File: config.mk
export PLATFORM = sky130hd
export DESIGN_NAME = axis_transmission_combiner
export DESIGN_NICKNAME = d
export VERILOG_FILES = /design/src/rtl/axis_transmission_combiner.sv
export SDC_FILE = /design/constraint.sdc
export NUM_CORES = 2
export LEC_CHECK = 0
export ABC_AREA = 1
export CAP_MARGIN = 5
export CORE_AREA = 2 2 488 490
export DETAILED_ROUTE_END_ITERATION = 8
export DIE_AREA = 0 0 490 492
export GPL_TIMING_DRIVEN = 0
export PLACE_DENSITY = 0.49
export SYNTH_ARGS = -nofsm -noshare
export SYNTH_HDL_FRONTEND = slang
export SYNTH_SLANG_ARGS = --single-unit
File: constraint.sdc
create_clock -name axis_aclk -period 19.74 [get_ports axis_aclk]
set_input_delay 3.948 -clock axis_aclk [delete_from_list [all_inputs] [get_ports axis_aclk]]
set_output_delay 3.948 -clock axis_aclk [all_outputs]
set_load 0.02 [all_outputs]
File: src/rtl/axis_transmission_combiner.sv
// Merges four narrow AXI-Stream lanes into one wide stream through 2-entry lane FIFOs and a registered output.
// Define AXIS_COMBINER_CHECK_EN to build the lane tlast/tuser consistency checker.
module axis_transmission_combiner #(
    parameter int IN_TDATA_WIDTH = 64,
    parameter int TUSER_WIDTH    = 128
) (
    input  logic                          axis_aclk,
    input  logic                          axis_reset,
    input  logic [IN_TDATA_WIDTH-1:0]     axis_lane_0_tdata,
    input  logic [IN_TDATA_WIDTH/8-1:0]   axis_lane_0_tkeep,
    input  logic [TUSER_WIDTH-1:0]        axis_lane_0_tuser,
    input  logic                          axis_lane_0_tlast,
    input  logic                          axis_lane_0_tvalid,
    output logic                          axis_lane_0_tready,
    input  logic [IN_TDATA_WIDTH-1:0]     axis_lane_1_tdata,
    input  logic [IN_TDATA_WIDTH/8-1:0]   axis_lane_1_tkeep,
    input  logic [TUSER_WIDTH-1:0]        axis_lane_1_tuser,
    input  logic                          axis_lane_1_tlast,
    input  logic                          axis_lane_1_tvalid,
    output logic                          axis_lane_1_tready,
    input  logic [IN_TDATA_WIDTH-1:0]     axis_lane_2_tdata,
    input  logic [IN_TDATA_WIDTH/8-1:0]   axis_lane_2_tkeep,
    input  logic [TUSER_WIDTH-1:0]        axis_lane_2_tuser,
    input  logic                          axis_lane_2_tlast,
    input  logic                          axis_lane_2_tvalid,
    output logic                          axis_lane_2_tready,
    input  logic [IN_TDATA_WIDTH-1:0]     axis_lane_3_tdata,
    input  logic [IN_TDATA_WIDTH/8-1:0]   axis_lane_3_tkeep,
    input  logic [TUSER_WIDTH-1:0]        axis_lane_3_tuser,
    input  logic                          axis_lane_3_tlast,
    input  logic                          axis_lane_3_tvalid,
    output logic                          axis_lane_3_tready,
    output logic [4*IN_TDATA_WIDTH-1:0]   axis_combined_tdata,
    output logic [4*IN_TDATA_WIDTH/8-1:0] axis_combined_tkeep,
    output logic [TUSER_WIDTH-1:0]        axis_combined_tuser,
    output logic                          axis_combined_tlast,
    output logic                          axis_combined_tvalid,
    input  logic                          axis_combined_tready,
    output logic                          lane_mismatch,
    output logic [15:0]                   mismatch_count
);

    localparam int OUT_TDATA_WIDTH = 4*IN_TDATA_WIDTH;
    localparam int KW     = IN_TDATA_WIDTH/8;
    localparam int SB_LSB = IN_TDATA_WIDTH + KW;
    localparam int EW     = SB_LSB + TUSER_WIDTH + 1;

    // FIFO entry layout, LSB first: tdata, tkeep, tuser, tlast
    logic [EW-1:0] lane_in [4];
    logic [EW-1:0] mem_q   [4][2];
    logic [EW-1:0] head    [4];
    logic [1:0]    cnt_q   [4];
    logic [1:0]    cnt_d   [4];
    logic [3:0]    lane_vld, lane_rdy, push, nonempty;
    logic [3:0]    wr_ptr_q, wr_ptr_d, rd_ptr_q, rd_ptr_d;
    logic          merge;

    logic                       out_valid_q, out_valid_d;
    logic [OUT_TDATA_WIDTH-1:0] out_data_q, out_data_d;
    logic [4*KW-1:0]            out_keep_q, out_keep_d;
    logic [TUSER_WIDTH-1:0]     out_user_q, out_user_d;
    logic                       out_last_q, out_last_d;

    assign lane_in[0] = {axis_lane_0_tlast, axis_lane_0_tuser, axis_lane_0_tkeep, axis_lane_0_tdata};
    assign lane_in[1] = {axis_lane_1_tlast, axis_lane_1_tuser, axis_lane_1_tkeep, axis_lane_1_tdata};
    assign lane_in[2] = {axis_lane_2_tlast, axis_lane_2_tuser, axis_lane_2_tkeep, axis_lane_2_tdata};
    assign lane_in[3] = {axis_lane_3_tlast, axis_lane_3_tuser, axis_lane_3_tkeep, axis_lane_3_tdata};
    assign lane_vld   = {axis_lane_3_tvalid, axis_lane_2_tvalid, axis_lane_1_tvalid, axis_lane_0_tvalid};

    assign axis_lane_0_tready = lane_rdy[0];
    assign axis_lane_1_tready = lane_rdy[1];
    assign axis_lane_2_tready = lane_rdy[2];
    assign axis_lane_3_tready = lane_rdy[3];

    always_comb begin
        for (int k = 0; k < 4; k++) begin
            lane_rdy[k] = (cnt_q[k] < 2'd2);
            push[k]     = lane_vld[k] & lane_rdy[k];
            nonempty[k] = (cnt_q[k] != 2'd0);
            head[k]     = mem_q[k][rd_ptr_q[k]];
        end
        // A beat leaves only when every lane has one and the output slot is free or draining
        merge = (&nonempty) & (~out_valid_q | axis_combined_tready);
        for (int k = 0; k < 4; k++) begin
            cnt_d[k]    = cnt_q[k] + {1'b0, push[k]} - {1'b0, merge};
            wr_ptr_d[k] = wr_ptr_q[k] ^ push[k];
            rd_ptr_d[k] = rd_ptr_q[k] ^ merge;
        end
    end

    always_comb begin
        out_valid_d = out_valid_q;
        out_data_d  = out_data_q;
        out_keep_d  = out_keep_q;
        out_user_d  = out_user_q;
        out_last_d  = out_last_q;
        if (merge) begin
            out_valid_d = 1'b1;
            out_data_d  = {head[3][IN_TDATA_WIDTH-1:0], head[2][IN_TDATA_WIDTH-1:0],
                           head[1][IN_TDATA_WIDTH-1:0], head[0][IN_TDATA_WIDTH-1:0]};
            out_keep_d  = {head[3][IN_TDATA_WIDTH +: KW], head[2][IN_TDATA_WIDTH +: KW],
                           head[1][IN_TDATA_WIDTH +: KW], head[0][IN_TDATA_WIDTH +: KW]};
            out_user_d  = head[0][SB_LSB +: TUSER_WIDTH];
            out_last_d  = head[0][EW-1];
        end else if (axis_combined_tready) begin
            out_valid_d = 1'b0;
        end
    end

    always_ff @(posedge axis_aclk or posedge axis_reset) begin
        if (axis_reset) begin
            for (int k = 0; k < 4; k++) cnt_q[k] <= 2'd0;
            wr_ptr_q    <= 4'd0;
            rd_ptr_q    <= 4'd0;
            out_valid_q <= 1'b0;
            out_data_q  <= '0;
            out_keep_q  <= '0;
            out_user_q  <= '0;
            out_last_q  <= 1'b0;
        end else begin
            for (int k = 0; k < 4; k++) cnt_q[k] <= cnt_d[k];
            wr_ptr_q    <= wr_ptr_d;
            rd_ptr_q    <= rd_ptr_d;
            out_valid_q <= out_valid_d;
            out_data_q  <= out_data_d;
            out_keep_q  <= out_keep_d;
            out_user_q  <= out_user_d;
            out_last_q  <= out_last_d;
        end
    end

    // Storage needs no reset: occupancy counts decide what is valid
    always_ff @(posedge axis_aclk) begin
        for (int k = 0; k < 4; k++) begin
            if (push[k]) mem_q[k][wr_ptr_q[k]] <= lane_in[k];
        end
    end

    assign axis_combined_tvalid = out_valid_q;
    assign axis_combined_tdata  = out_data_q;
    assign axis_combined_tkeep  = out_keep_q;
    assign axis_combined_tuser  = out_user_q;
    assign axis_combined_tlast  = out_last_q;

`ifdef AXIS_COMBINER_CHECK_EN
    logic        side_diff;
    logic        mismatch_q, mismatch_d;
    logic [15:0] mcount_q, mcount_d;

    always_comb begin
        side_diff = 1'b0;
        for (int k = 1; k < 4; k++) begin
            if (head[k][EW-1:SB_LSB] != head[0][EW-1:SB_LSB]) side_diff = 1'b1;
        end
        mismatch_d = mismatch_q;
        mcount_d   = mcount_q;
        if (merge && side_diff) begin
            mismatch_d = 1'b1;
            if (mcount_q != 16'hFFFF) mcount_d = mcount_q + 16'd1;
        end
    end

    always_ff @(posedge axis_aclk or posedge axis_reset) begin
        if (axis_reset) begin
            mismatch_q <= 1'b0;
            mcount_q   <= 16'd0;
        end else begin
            mismatch_q <= mismatch_d;
            mcount_q   <= mcount_d;
        end
    end

    assign lane_mismatch  = mismatch_q;
    assign mismatch_count = mcount_q;
`else
    // Sideband of lanes 1..3 is carried but deliberately dropped when checking is off
    logic unused_lane_sideband;
    assign unused_lane_sideband = ^{head[1][EW-1:SB_LSB], head[2][EW-1:SB_LSB], head[3][EW-1:SB_LSB]};
    assign lane_mismatch  = 1'b0;
    assign mismatch_count = 16'd0;
`endif

endmodule
==> summary.md <==
| Metric | Value |
|---|---|
| Status | complete, no violations |
| Synthesis-to-finish area growth | 39.3% |
| Worst R2R End | axis_combined_tdata[191] |
| Drc violations | 0 |
| Crit-path cells | clkdlybuf4s50_1, inv_1, nand2_1, nand2_4, clkbuf_1, clkbuf_1, nand2_1, nand2_1 |
| FF-to-FF Start | rd_ptr_q[2] |
| Die H | between 400 and 500 um |
| Static leakage | roughly 24 nW |
| Yosys warning count | 0 |
| Largest net degree at the start of global routing | 101 |
| Die width | roughly 490 um |
| Finished Cell Area | approximately 65000 um^2 |
| TritonCTS clock tree | built |
| Worst slew pin tran | 1.21 ns |
| Number of synthesized flops with an enable pin | 834 |
| Dpl ws | about 13 ns |
| #FFs+latches synth | 1268 |
| Initial Util | 0.196 |
| Req. time, crit path | between 20 and 25 ns |
| Row Count | between 150 and 200 |
| Endpoints failing hold | 0 |
| Total track usage | 0.139 |
| Post-route setup TNS | 0 ns |
| Worst R2R Path Depth | 6 |
| Setup violators final | 0 |
| Setup crit start kind | primary input |
| Post-CTS Setup Bufs | 0 |
| WL/cell | between 20 and 25 um |
| Hold Crit Class | flop to flop |
| Skew-Pair Late Insertion Delay | around 0.8 ns |
| Most frequent cells after synthesis | 864 x nand2_1, 834 x edfxtp_1, 434 x dfrtp_1, 417 x or2_2, 407 x o211ai_1 |
| Port bufs | roughly 850 |
| Max Fclk | between 0.15 and 0.2 GHz |
| Worst path top cell family by delay | buffers and inverters |
| Post-DP HPWL | around 130000 um |
| CTS Buffer Depth | 3 |
| Worst vdd ir | between 0.1 and 0.15 mV |
| Ranking of synthesized cells by area | edfxtp_1 54%, dfrtp_1 23%, nand2_1 7.0% |
| Post-synthesis cell area | roughly 46000 um^2 |
| WP data arrival | 6.93 ns |
| Post-DRT Antenna Nets | 0 |
| Most common cell on crit path | nand2_1 |
| Vias in the first global route | a little over 30000 |
| Core area | roughly 240000 um^2 |
| First-pass GRT wire length | 238000 um |
| H-tree depth | 4 |
| Dpl cells | 7291 |
| Top_reg_cell synth | edfxtp_1 |
| GRT overflow | 0 |
| Final WS setup | around 14 ns |
| PwrDens | approximately 180 nW/um^2 |
| Nets | just over 5000 |
| Worst setup path class | primary input to flop |
| Drt via density | between 3 and 4 |
| CTS Sinks | between 1000 and 1500 |
| MaxCap Viol Count | 0 |
| CP startpoint | axis_combined_tready |
| Post-CTS sizing | 0 |
| CP peak stage delay | roughly 0.96 ns |
| Clock slew at reported path FFs | 0.06 ns |
| Slew Limit Fails | 0 |
| Post-Layout Cell Count | about 7600 |
| Pre-Repair DR Iteration Count | 5 |
| Layout cell share with drive strength beyond 1 | 0.172 |
| Max-slew headroom | 0.191 |
| Placed Area | 59500 um^2 |
| Crit-path slowest cell | clkbuf_1 |
| Avg Cell Area, Syn | between 10 and 15 um^2 |
| Drt total wl | around 170000 um |
| Cells after Synth | 3244 |
| CTS Buf Count | 150 |
| Final min period | approximately 6.2 ns |
| Crit end category | flop |
| Final period utilization | 0.315 |
| Clock root cell | clkbuf_16 |
| Iteration-0 DRC Markers | 1700 |
| DIE AREA | 241000 um^2 |
| Share of the synthesized area in the top cell type | 0.540 |
| WP depth | 8 |
| Hold depth | 2 |
| Setup crit end | axis_combined_tkeep[8] |
| Most numerous cell in the Yosys netlist | nand2_1 |
| RSZ-0062 raised after global routing | false |
| Register area share after synthesis | 0.773 |
| Total power | roughly 0.011 W |
| Yosys cell types | 24 |
| Reg2reg setup slack | around 16 ns |
| Initial antenna violation count | 80 |
| Hold_buf cts | 0 |
| Vias | approximately 30000 |
| IO Count | around 1300 |
| Async SR Flop Fraction | 0.342 |
| Routability Congestion | roughly 0.8 |
| Largest area contributor in the netlist | edfxtp_1 |
| Bufs and invs on worst path | 4 |
| CP max FO | 10 |
| Clk_skew | ~0.038 ns |
[how the worst min path moves through the flow]
stage / startpoint / end
after CTS: mem_q[0][290] / axis_combined_tuser[17]
after detailed placement: mem_q[0][360] / axis_combined_tuser[87]
after global routing: mem_q[3][238] / axis_combined_tdata[229]
after global placement: mem_q[0][383] / axis_combined_tuser[110]
final: mem_q[0][331] / axis_combined_tuser[58]
after floorplan: mem_q[0][201] / axis_combined_tdata[0]
[per-layer routing]
layer  vias to the layer above  track usage  routed length [um]
met2                      1037        0.224               80800
li1                      13600            -                   -
met1                     14900        0.165               68800
met5                         -            0                 448
met3                       298       0.0572               16200
met4                        66       0.0564                6660
[worst reg2reg max path: stages (launching register included)]
cell and delay, ns:
dfrtp_1 0.32, clkbuf_1 0.86, inv_1 0.71, clkbuf_1 0.56, or2_2 0.44, o211ai_1 0.22
nand2_1 0.09
[power by group]
part | switching, W | leakage (nW) | internal, W | total, W
Sequential | 0.000346 | 12.9 | 0.00371 | 0.00405
Clock | 0.00119 | 2.43 | 0.00164 | 0.00283
Combinational | 0.00295 | 8.85 | 0.00166 | 0.00461
[kinds of logic (layout without fill, tap and decap cells)]
| logic type | Yosys count | in the layout | share of synthesized area |
|---|---|---|---|
| AND/OR/NAND/NOR | 1311 | 1311 | 0.130 |
| XOR/XNOR | 4 | 4 | 0.000755 |
| other | 1 | 51 | 0.0000808 |
| AO/OA/AOI/OAI | 417 | 417 | 0.0685 |
| buffers and inverters | 231 | 1374 | 0.0240 |
| adder cells (fa/ha/maj) | 12 | 12 | 0.00323 |
| flip-flops | 1268 | 1268 | 0.773 |
[cell usage in the layout, fill, tap and decap left out, drive strengths merged]
master	instances
nand3	12
conb	17
clkinv	36
nor2	7
nand4	8
or2	417
edfxtp	834
dfrtp	434
o211ai	417
nand2	867
clkinvlp	5
ha	12
xor2	4
bufinv	11
diode	34
inv	39
buf	89
clkdlybuf4s50	845
clkbuf	349
[flip-flops by register name, indices dropped and copies added, names as in the netlist]
signal and count:
axis_combined_tdata 256, axis_combined_tvalid 1, axis_combined_tuser 128, axis_combined_tkeep 32
cnt_q 8, wr_ptr_q 4, mem_q 834, axis_combined_tlast 1
rd_ptr_q 4
[per-stage QoR]
step           hold WS (ns)   util
6_report              0.460  0.274
5_1_grt               0.480  0.273
4_1_cts               0.463  0.273
3_5_place_dp          0.463  0.252
3_3_place_gp          0.458  0.249
2_1_floorplan         0.455      -
[area by class of cell]
type	count	area, um^2
fill	24400	172000
antenna	34	85.1
inverter	31	124
multi-input combinational	1761	9560
buffer	200	1000
timing repair buffer	864	8970
clock buffer	219	4190
tap	3167	3960
clock inverter	60	855
sequential	1268	35900
Power figures use the tool's default switching activity.
